==> src/rtl/cpu_hazard_fwd_unit.sv <==
`default_nettype none
// ==========================================================================
// cpu_hazard_fwd_unit : pipeline stall/flush/forward control + hazard stats
// Revision 1.0 - initial release
// ==========================================================================
module cpu_hazard_fwd_unit #(
  parameter int RA_W   = 5,
  parameter int NRD    = 2,
  parameter bit FWD_EN = 1'b1,
  parameter int CNT_W  = 32
) (
  input  logic                clk,
  input  logic                clr,
  input  logic [NRD*RA_W-1:0] rd_num_id,
  input  logic [NRD-1:0]      rd_use_id,
  input  logic                wr_en_ex,
  input  logic [RA_W-1:0]     wr_num_ex,
  input  logic                mem_rd_ex,
  input  logic                wr_en_mem,
  input  logic [RA_W-1:0]     wr_num_mem,
  input  logic [1:0]          pc_inc_ex,
  input  logic                halt,
  input  logic                cnt_clr,
  output logic [4:0]          stalls,
  output logic [4:0]          flushs,
  output logic [2*NRD-1:0]    fwd_sel,
  output logic [CNT_W-1:0]    data_hazard_count,
  output logic [CNT_W-1:0]    data_hazard_ex_count,
  output logic [CNT_W-1:0]    data_hazard_mem_count,
  output logic [CNT_W-1:0]    stall_cycle_count,
  output logic [CNT_W-1:0]    control_hazard_count,
  output logic [CNT_W-1:0]    control_hazard_branch_count,
  output logic [CNT_W-1:0]    control_hazard_jump_count
);

  localparam int NCNT = 7;
  localparam int C_DH     = 0;
  localparam int C_DH_EX  = 1;
  localparam int C_DH_MEM = 2;
  localparam int C_SC     = 3;
  localparam int C_CH     = 4;
  localparam int C_CH_BR  = 5;
  localparam int C_CH_JP  = 6;
  localparam logic [CNT_W-1:0] C_ONE = {{(CNT_W-1){1'b0}}, 1'b1};
  localparam logic [CNT_W-1:0] C_MAX = '1;

  logic [NRD-1:0]   w_mex;
  logic [NRD-1:0]   w_mmem;
  logic [NRD-1:0]   w_need_stall;
  logic [2*NRD-1:0] w_fsel;

  for (genvar g = 0; g < NRD; g++) begin : g_port
    logic [RA_W-1:0] w_rn;
    assign w_rn      = rd_num_id[g*RA_W +: RA_W];
    assign w_mex[g]  = rd_use_id[g] & wr_en_ex  & (w_rn == wr_num_ex)  & (w_rn != '0);
    assign w_mmem[g] = rd_use_id[g] & wr_en_mem & (w_rn == wr_num_mem) & (w_rn != '0);

    if (FWD_EN) begin : g_fwd
      // Only a load in EX cannot be bypassed; EX result wins over the older MEM one.
      assign w_need_stall[g] = w_mex[g] & mem_rd_ex;
      assign w_fsel[2*g +: 2] = w_need_stall[g] ? 2'b00 :
                                w_mex[g]        ? 2'b01 :
                                w_mmem[g]       ? 2'b10 : 2'b00;
    end else begin : g_stall_only
      assign w_need_stall[g]  = w_mex[g] | w_mmem[g];
      assign w_fsel[2*g +: 2] = 2'b00;
    end
  end

  logic w_ctrl;
  logic w_data_stall;
  logic w_ex_event;
  logic w_event;
  logic prev_stall_q;
  logic prev_stall_d;

  assign w_ctrl       = |pc_inc_ex;
  assign w_data_stall = clr & ~halt & ~w_ctrl & (|w_need_stall);
  assign w_ex_event   = |(w_need_stall & w_mex);
  assign w_event      = w_data_stall & ~prev_stall_q;
  assign prev_stall_d = cnt_clr ? 1'b0 : w_data_stall;

  always_comb begin
    stalls  = 5'b00000;
    flushs  = 5'b00000;
    fwd_sel = '0;
    if (clr) begin
      if (halt) begin
        stalls = 5'b11111;
      end else if (w_ctrl) begin
        flushs  = 5'b00110;
        fwd_sel = w_fsel;
      end else begin
        fwd_sel = w_fsel;
        if (w_data_stall) begin
          stalls = 5'b00011;
          flushs = 5'b00100;
        end
      end
    end
  end

  logic [NCNT-1:0]             w_inc;
  logic [NCNT-1:0][CNT_W-1:0]  cnt_q;
  logic [NCNT-1:0][CNT_W-1:0]  cnt_d;

  always_comb begin
    w_inc           = '0;
    w_inc[C_DH]     = w_event;
    w_inc[C_DH_EX]  = w_event & w_ex_event;
    w_inc[C_DH_MEM] = w_event & ~w_ex_event;
    w_inc[C_SC]     = w_data_stall;
    w_inc[C_CH]     = w_ctrl;
    w_inc[C_CH_BR]  = (pc_inc_ex == 2'b01);
    w_inc[C_CH_JP]  = pc_inc_ex[1];
  end

  // Halt freezes the statistics outright, so it outranks the clear as well.
  always_comb begin
    cnt_d = cnt_q;
    for (int k = 0; k < NCNT; k++) begin
      if (!halt) begin
        if (cnt_clr) begin
          cnt_d[k] = '0;
        end else if (w_inc[k] && (cnt_q[k] != C_MAX)) begin
          cnt_d[k] = cnt_q[k] + C_ONE;
        end
      end
    end
  end

  always_ff @(posedge clk or negedge clr) begin
    if (!clr) begin
      cnt_q        <= '0;
      prev_stall_q <= 1'b0;
    end else begin
      cnt_q        <= cnt_d;
      prev_stall_q <= prev_stall_d;
    end
  end

  assign data_hazard_count           = cnt_q[C_DH];
  assign data_hazard_ex_count        = cnt_q[C_DH_EX];
  assign data_hazard_mem_count       = cnt_q[C_DH_MEM];
  assign stall_cycle_count           = cnt_q[C_SC];
  assign control_hazard_count        = cnt_q[C_CH];
  assign control_hazard_branch_count = cnt_q[C_CH_BR];
  assign control_hazard_jump_count   = cnt_q[C_CH_JP];

endmodule
`default_nettype wire

==> config.mk <==
export PLATFORM = sky130hd
export DESIGN_NAME = cpu_hazard_fwd_unit
export DESIGN_NICKNAME = d
export VERILOG_FILES = /design/src/rtl/cpu_hazard_fwd_unit.sv
export SDC_FILE = /design/constraint.sdc
export NUM_CORES = 1
export LEC_CHECK = 0
export CELL_PAD_IN_SITES_DETAIL_PLACEMENT = 0
export CELL_PAD_IN_SITES_GLOBAL_PLACEMENT = 1
export CORE_UTILIZATION = 42
export DETAILED_ROUTE_END_ITERATION = 8
export GPL_TIMING_DRIVEN = 0
export PLACE_DENSITY = 0.84
export SLEW_MARGIN = 20
export SYNTH_ARGS = -nofsm -noshare
export SYNTH_HDL_FRONTEND = slang
export SYNTH_SLANG_ARGS = --single-unit
==> constraint.sdc <==
create_clock -name clk -period 6.2 [get_ports clk]
set_input_delay 1.24 -clock clk [delete_from_list [all_inputs] [get_ports clk]]
set_output_delay 1.24 -clock clk [all_outputs]
set_load 0.05 [all_outputs]
# [Word level (Yosys, flattened, before mapping)]
# Index checks and enable logic that the tools add are counted.
[classes] muxes=31 addsub=7 n_eq_ne=12 bitwise_logic=25 reduce_logical=26
[ops] op="2-to-1 mux 32 bit" count=14
[ops] op="adder 32 x 1 -> 32 bit (second input constant)" count=7
[ops] op="!= test 32 bit (second input constant)" count=7
[ops] op="bitwise AND 1 bit" count=20
[ops] op="equality test 5 bit" count=4
[ops] op="2-to-1 mux 2 bit" count=8
[ops] op="AND reduction 2 bit" count=7
[ops] op="nonzero test 2 bit" count=7
[ops] op="2-to-1 mux 3 bit" count=4
[ops] op="2-to-1 mux 5 bit" count=2
[ops] op="nonzero test 5 bit" count=2
[ops] op="2-to-1 mux 4 bit" count=2
[ops] op="logical AND 1 bit" count=7
[ops] op="OR reduction 2 bit" count=3
[ops] op="inverter 1 bit" count=4
[ops] op="bitwise AND 2 bit" count=1
[ops] op="equality test 2 x 1 -> 1 bit (second input constant)" count=1
[ops] op="2-to-1 mux 1 bit" count=1
[word_totals] elab_cells=109 ff_bits=225 in_bits=31 out_inout_bits=238

# [Depth between registers and ports, before layout]
# Gate-level depths: netlist (run 1).
[depth] ltp_word=11 depth_mapped=9

# [Worst setup path after synthesis (run 1)]
# Ideal clock, no wire load.
[synth_path] path_kind="input-to-output" start="input rd_num_id[5]" end="output fwd_sel[3]" t_arrival_ns=3.819 slack_ns=1.141 required_time_ns=4.960 stages=5 path_cell_list="or4_1 o21ai_1 and4b_1 buf_2 nor4_1"
[synth_via] elab_chain_len=8 elab_cells_between_ends=13
[synth_rtl] element="from (decl)" line_no="14" source="input logic [NRD*RA_W-1:0] rd_num_id,"
[synth_rtl] element="equality test 5 bit" line_no="56" source="assign w_mmem[g] = rd_use_id[g] & wr_en_mem & (w_rn == wr_num_mem) & (w_rn != '0);"
[synth_rtl] element="bitwise AND 1 bit (2 in series)" line_no="56"
[synth_rtl] element="2-to-1 mux 2 bit" line_no="63" source="w_mmem[g] ? 2'b10 : 2'b00;"
[synth_rtl] element="2-to-1 mux 2 bit" line_no="62" source="w_mex[g] ? 2'b01 :"
[synth_rtl] element="2-to-1 mux 2 bit (*)" line_no="61" source="assign w_fsel[2*g +: 2] = w_need_stall[g] ? 2'b00 :"
[synth_rtl] element="2-to-1 mux 4 bit (*)" line_no="88" source="if (halt) begin"
[synth_rtl] element="2-to-1 mux 4 bit (*)" line_no="87" source="if (clr) begin"
[synth_rtl] element="to (decl)" line_no="26" source="output logic [2*NRD-1:0] fwd_sel,"
# Mark *: on every way between the ends. The rest lies on a longest branch, timed or not.

# [Worst setup path after layout (run 1)]
[layout_path] start="input rd_num_id[5]" end="output stalls[1]"
[layout_via] elab_chain_len=10 elab_cells_between_ends=11
[layout_rtl] element="equality test 5 bit" line_no="55" source="assign w_mex[g] = rd_use_id[g] & wr_en_ex & (w_rn == wr_num_ex) & (w_rn != '0);"
[layout_rtl] element="bitwise AND 1 bit" line_no="55"
[layout_rtl] element="bitwise AND 1 bit (*)" line_no="55"
[layout_rtl] element="bitwise AND 1 bit (*)" line_no="60" source="assign w_need_stall[g] = w_mex[g] & mem_rd_ex;"
[layout_rtl] element="OR reduction 2 bit (*)" line_no="78" source="assign w_data_stall = clr & ~halt & ~w_ctrl & (|w_need_stall);"
[layout_rtl] element="bitwise AND 1 bit (*)" line_no="78"
[layout_rtl] element="2-to-1 mux 2 bit (*)" line_no="95" source="if (w_data_stall) begin"
[layout_rtl] element="2-to-1 mux 2 bit (*)" line_no="90" source="end else if (w_ctrl) begin"
[layout_rtl] element="2-to-1 mux 5 bit (*)" line_no="88"
[layout_rtl] element="2-to-1 mux 5 bit (*)" line_no="87"
[layout_rtl] element="to (decl)" line_no="24" source="output logic [4:0] stalls,"
# Marked as above.

==> results.yml, run 1 <==
yosys:
  yosysSeqAreaShare_pct: 45.2
  syn_area_sq_um: 12400
  synth_top_area_share_pct: 45.2
  synth_edf_count: 0
  syn_area_per_cell_sq_um: 8.98
  synthDistinctLibCells: 74
  synth_area_leaders: "dfrtp_1 45%, nand3_1 4.7%, xor2_1 4.2%, nor2_1 3.7%, nand4_1 3.4%"
  async_reset_ff_share_pct: 100
  yosysTopAreaCell: "dfrtp_1"
  ys_ff_latch: 225
  synth_ff_type: "dfrtp_1"
  ys_warn_count: 0
  syn_inst: 1386
sta:
  setup_viol: 0
  drv_slew: 0
  hold_viol_final: 0
  grt_setup_unrepaired: "no"
  min_period_ns: 5.75
  max_slew.worst_pin.slew_ns: 1.02
  skew_ns: 0.0217
  fmax_ghz: 0.174
  period_share_pct: 92.8
  relSlewSlack_pct: 31.6
  hold_ws_ns: 0.483
grt:
  grt_max_degree: 95
  met1_usage_pct: 37.8
  antenna_found_initial: 0
  grt_use_met3_pct: 4.13
  top_usage_layer: "met2"
  grt_first_pass_wirelength_um: 65100
  gr-total-overflow: 0
  grtUsageMet2_pct: 42.4
  grt_usage_pct: 26.8
  first_global_vias: 11500
clock_network:
  ctsHtreeMaxLevel: 1
  clk_pin_slew_ns: 0.06
  root_buffer: "clkbuf_16"
  cts_tree: "built"
  clk_path_buf_depth: 3
  cts_sinks: 225
  cts_setup_buffers: 0
  hold_buffers: 0
  cts_made_buffers: 26
  cts_resized: 0
  clk_latency_ns: 0.54
floorplan:
  die-width_um: 174
  core.rowCount: 62
  start_util_pct: 43.0
  io_pins: 269
  dieArea_sq_um: 30300
  core_area_sq_um: 28900
  chipHeight_um: 174
finish:
  n_antenna_cell: 0
  final_nets: 1719
  fill_cells: 2609
  multi_input_comb_area_sq_um: 6370
  syn_to_final_growth_pct: 32.7
  area.sequential_sq_um: 5630
  drive_gt1_share_pct: 5.12
power_and_ir_drop:
  ir_worst_vdd_uv: 199
  p_leak_nw: 6.62
  power.total_w: 0.00344
  cellPowerDensity_nw_per_um2: 208
setup_path:
  cp-end-kind: "output pin"
  cp.arrival_ns: 4.51
  path_max_fanout: 10
  crit_type: "input pin to output pin"
  required_ns: 4.96
  critical_path.startpoint_type: "input pin"
routing:
  drc: 0
  routed_via_density: 5.90
  vias: 12300
  drtPass1Iterations: 5
  wl_per_cell_um: 19.8
  detail-route-antenna-nets: 0
  wl_um: 41200
  drt_iter0_drc: 1095
min_path:
  hp-class: "register to register"
placement:
  numPortBuffers: 264
  hpwlAfterDp_um: 29300
  place_congestion: 0.882
run_status:
  status: "finished, final reports clean"
flow_run:
  drv_cap: 0
==> cells in the final DEF (no fill, tap or decap), types with 5 or more instances in the layout <==
master             n
clkdlybuf4s50_1  263
clkbuf_16         27
ha_1               6
clkinv_2           5
xor2_1            60
or2_2              6
xnor2_1           36
clkbuf_1          64
nand2_1          112
a31oi_1           17
buf_2              9
o211a_1            7
o31ai_1           12
o211ai_1          18
a41oi_1            8
nand2b_1           8
nor2b_1            8
a311o_1            5
and3_1            39
buf_1              5
nor2_1           122
and2_1            44
dfrtp_1          225
nor3_1            42
clkbuf_8           6
or4_1             21
or3_1             32
a221o_1            6
nor4_1            45
and4_1            20
o21a_1            11
a211o_1            7
a21oi_1           60
nand3_1          117
inv_1             25
o21ai_0           45
nand4_1           68
buf_4              8
==> registers in the layout, summed over array words and instances (netlist names) <==
name	count
data_hazard_count	32
data_hazard_ex_count	32
control_hazard_jump_count	32
prev_stall_q	1
control_hazard_count	32
stall_cycle_count	32
control_hazard_branch_count	32
data_hazard_mem_count	32
==> cells in the mapped netlist, drive strengths merged (11+ instances only) <==
cell and n:
a21oi 60, a31oi 17, and2 45, and3 39, and4 22, buf 23, clkbuf 60, dfrtp 225
inv 25, nand2 112, nand3 117, nand4 69, nor2 122, nor3 43, nor4 47, o211ai 18
o21a 11, o21ai 48, o31ai 12, or3 33, or4 22, xnor2 36, xor2 60
==> cell families after synthesis <==
kind of cell	count (synthesis)	synth area share, %
other cells	1	0.0301
buf+inv	108	3.65
mux	3	0.241
xor+xnor	96	6.76
flops	225	45.2
fa+ha+maj	6	0.603
compound gates	239	12.9
simple gates	708	30.5
==> path summary, 6_finish.rpt <==
path | startpoint | to | slack (ns) | depth (start not counted)
worst max-delay path | rd_num_id[5] | stalls[1] | 0.45 | 9
max in group asynchronous | clr | data_hazard_ex_count[0] | 4.79 | 2
worst min-delay path | data_hazard_mem_count[2] | data_hazard_mem_count[2] | 0.48 | 1
worst min register to register | data_hazard_mem_count[2] | data_hazard_mem_count[2] | 0.48 | 1
worst max register to register | data_hazard_count[0] | data_hazard_count[27] | 3.02 | 8
min in group asynchronous | clr | control_hazard_jump_count[12] | 0.59 | 1
==> power by group <==
group	switching, W	total (W)	internal, W	leakage [nW]
clock	0.000628	0.00157	0.000946	0.433
combinational	0.000235	0.000337	0.000102	3.06
sequential	0.0000367	0.00153	0.00149	3.13
total	0.000900	0.00344	0.00254	6.62
==> through the flow <==
step | utilization, % | setup slack [ns] | instance area [sq um] | instances | TNS, ns
CTS | 57.1 | 0.446 | 16500 | 2084 | 0
global placement | 53.8 | -7.21 | 15600 | 2036 | -2017.32
detailed placement | 54.0 | 0.480 | 15600 | 2038 | 0
floorplan | - | 1.14 | 12500 | 1388 | 0
global route | 57.1 | 0.293 | 16500 | 2084 | 0
finish | 57.1 | 0.448 | 16500 | 2084 | 0
==> routing by layer <==
layer	vias up	part of all wire (%)	routed length [um]
li1	5711	-	-
met1	6017	45	18600
met2	494	46	18800
met3	64	6.8	2800
met4	0	2.5	1040
met5	-	0	0
==> worst max-delay path: stages <==
cell and delay, ns:
clkdlybuf4s50_1 0.49, or4_1 0.55, o21ai_1 0.20, and4b_1 0.21, buf_2 0.19, o21ai_0 0.47
nand2b_1 0.23, buf_4 0.20, clkdlybuf4s50_1 0.71
==> cell type report <==
class	count	area share, %
sequential	225	34.1
buffer	83	2.18
clock buffer	37	4.68
inverter	25	0.568
timing repair buffer	266	16.4
tap	384	2.91
clock inverter	9	0.614
multi-input combinational	1055	38.6
Power figures use the tool's default switching activity.
==> run 2: changes to the inputs <==
--- a/config.mk
+++ b/config.mk
@@ -11,6 +11,7 @@
 export DETAILED_ROUTE_END_ITERATION = 8
 export GPL_TIMING_DRIVEN = 0
 export PLACE_DENSITY = 0.84
+export RECOVER_POWER = 25
 export SLEW_MARGIN = 20
 export SYNTH_ARGS = -nofsm -noshare
 export SYNTH_HDL_FRONTEND = slang
==> run 2 against run 1 <==
The run now ends with capacitance limit, slew limit left. Count of clock-buffer cells in the layout did not move. Via count barely moved. Sequential cell count is the same. Die area stayed put. Hold slack about the same. First-iteration DRC count increased by 5.8%. Clock power barely moved. Core utilization decreased by 0.052 points.
==> results.yml, run 2 (same netlist as run 1, synthesis figures left out) <==
run_status:
  status: "complete, but fails checks"
  violations: "capacitance limit, slew limit"
routing:
  detail-route-antenna-nets: 0
  drc: 0
  routed_via_density: 5.90
  drtPass1Iterations: 5
  vias: 12300
  wl_per_cell_um: 19.8
  wl_um: 41200
  drt_iter0_drc: 1159
setup_path:
  reg2reg_depth: 8
  path_max_fanout: 10
  critical_path.startpoint_type: "input pin"
  path_cells: "clkdlybuf4s50_1 -> or4_1 -> o21ai_1 -> and4b_1 -> buf_2 -> o21ai_0 -> nand2b_1 -> buf_4 -> clkdlybuf4s50_1"
  required_ns: 4.96
  cp.arrival_ns: 4.50
  crit_top_cell: "clkdlybuf4s50_1"
  crit_type: "input pin to output pin"
  worst_path_max_delay_cell: "clkdlybuf4s50_1"
  slowest_delay_ns: 0.71
  cp-end-kind: "output pin"
min_path:
  hp-class: "register to register"
  whs_path_depth: 1
clock_network:
  clk_latency_ns: 0.54
  cts_setup_buffers: 0
  cts_tree: "built"
  ctsHtreeMaxLevel: 1
  clk_path_buf_depth: 3
  cts_sinks: 225
  hold_buffers: 0
  clk_pin_slew_ns: 0.06
  cts_resized: 0
  root_buffer: "clkbuf_16"
  cts_made_buffers: 26
floorplan:
  io_pins: 269
  die-width_um: 174
  dieArea_sq_um: 30300
  chipHeight_um: 174
  start_util_pct: 43.0
  core_area_sq_um: 28900
  core.rowCount: 62
sta:
  drv_slew: 95
  hold_viol_final: 0
  max_slew.worst_pin.slew_ns: 4.18
  setup_viol: 0
  grt_setup_unrepaired: "no"
  relSlewSlack_pct: -178
  skew_ns: 0.0225
  min_period_ns: 5.74
  fmax_ghz: 0.174
  period_share_pct: 92.5
power_and_ir_drop:
  ir_worst_vdd_uv: 200
  p_leak_nw: 6.62
  swShare_pct: 26.2
  cellPowerDensity_nw_per_um2: 208
  clock_power_share_pct: 45.8
  p_int_w: 0.00254
  pwr-share-seq_pct: 44.4
  power_frac_comb_pct: 9.8
  switching_power_w: 0.000900
finish:
  syn_to_final_growth_pct: 32.6
  final_common_cell: "clkdlybuf4s50_1"
  drive_gt1_share_pct: 5.06
  final_nets: 1719
  n_antenna_cell: 0
  layoutNonFillerInstCount: 2084
  utilization_pct: 57.0
  layout_common_cells: "263 x clkdlybuf4s50_1, 225 x dfrtp_1, 122 x nor2_1"
grt:
  grt_use_met3_pct: 4.13
  antenna_found_initial: 0
  met1_usage_pct: 37.8
  top_usage_layer: "met2"
  grt_first_pass_wirelength_um: 65100
  grt_max_degree: 95
  first_global_vias: 11500
  grtUsageMet2_pct: 42.4
  grt_usage_pct: 26.8
  gr-total-overflow: 0
flow_run:
  drv_cap: 1
placement:
  place_congestion: 0.882
  hpwlAfterDp_um: 29300
  place_inst: 2038
  numPortBuffers: 264
## run 2: cell count changes in the layout (fill, tap and decap cells not counted)
cell,change
buf_16,-1
dlymetal6s4s_1,+1
## run 2: per-layer routing
| layer | routed length, um | share of wire, % |
|---|---|---|
| met1 | 18500 | 45 |
| met2 | 18800 | 46 |
| met3 | 2740 | 6.6 |
| met4 | 1110 | 2.7 |
| met5 | 0 | 0 |
## run 2: worst max-delay path: cells and delay by family
kind	cells	cell delay (ns)
buffers and inverters	4	1.59
and+or+nand+nor	3	0.98
AOI/OAI and AO/OA	2	0.67
## run 2: through the flow
step | cell area [sq um] | power, W | setup TNS, ns | worst slack, ns | hold WS, ns
2_1_floorplan | 12500 | 0.00173 | 0 | 1.14 | 0.721
3_3_place_gp | 15600 | 0.00189 | -2017.32 | -7.21 | 0.470
3_5_place_dp | 15600 | 0.00189 | 0 | 0.480 | 0.470
4_1_cts | 16500 | 0.00347 | 0 | 0.446 | 0.489
5_1_grt | 16500 | 0.00355 | 0 | 0.196 | 0.500
6_report | 16500 | 0.00344 | 0 | 0.463 | 0.483
## run 2: worst paths after layout
path | start | endpoint | slack (ns)
hold reg to reg | data_hazard_mem_count[2] | data_hazard_mem_count[2] | 0.48
min in group asynchronous | clr | control_hazard_jump_count[12] | 0.58
max in group asynchronous | clr | control_hazard_branch_count[26] | 1.18
setup reg to reg | data_hazard_count[0] | data_hazard_count[27] | 3.07
setup / recovery | rd_num_id[5] | stalls[1] | 0.46
hold / removal | data_hazard_mem_count[2] | data_hazard_mem_count[2] | 0.48
## run 2: power by group through the flow
stage | logic (W) | registers [W] | clock network [W]
2_1_floorplan | 0.000111 | 0.00161 | 0
3_3_place_gp | 0.000332 | 0.00155 | 0
3_5_place_dp | 0.000339 | 0.00155 | 0
4_1_cts | 0.000340 | 0.00153 | 0.00160
5_1_grt | 0.000359 | 0.00153 | 0.00166
6_report | 0.000335 | 0.00153 | 0.00158
## run 2: final cells by class
type | instances | area, sq um
Fill cell | 2611 | 12400
Sequential cell | 225 | 5630
Clock inverter | 9 | 101
Tap cell | 384 | 480
Buffer | 83 | 360
Clock buffer | 37 | 773
Inverter | 25 | 93.8
Timing Repair Buffer | 266 | 2690
Multi-Input combinational cell | 1055 | 6370
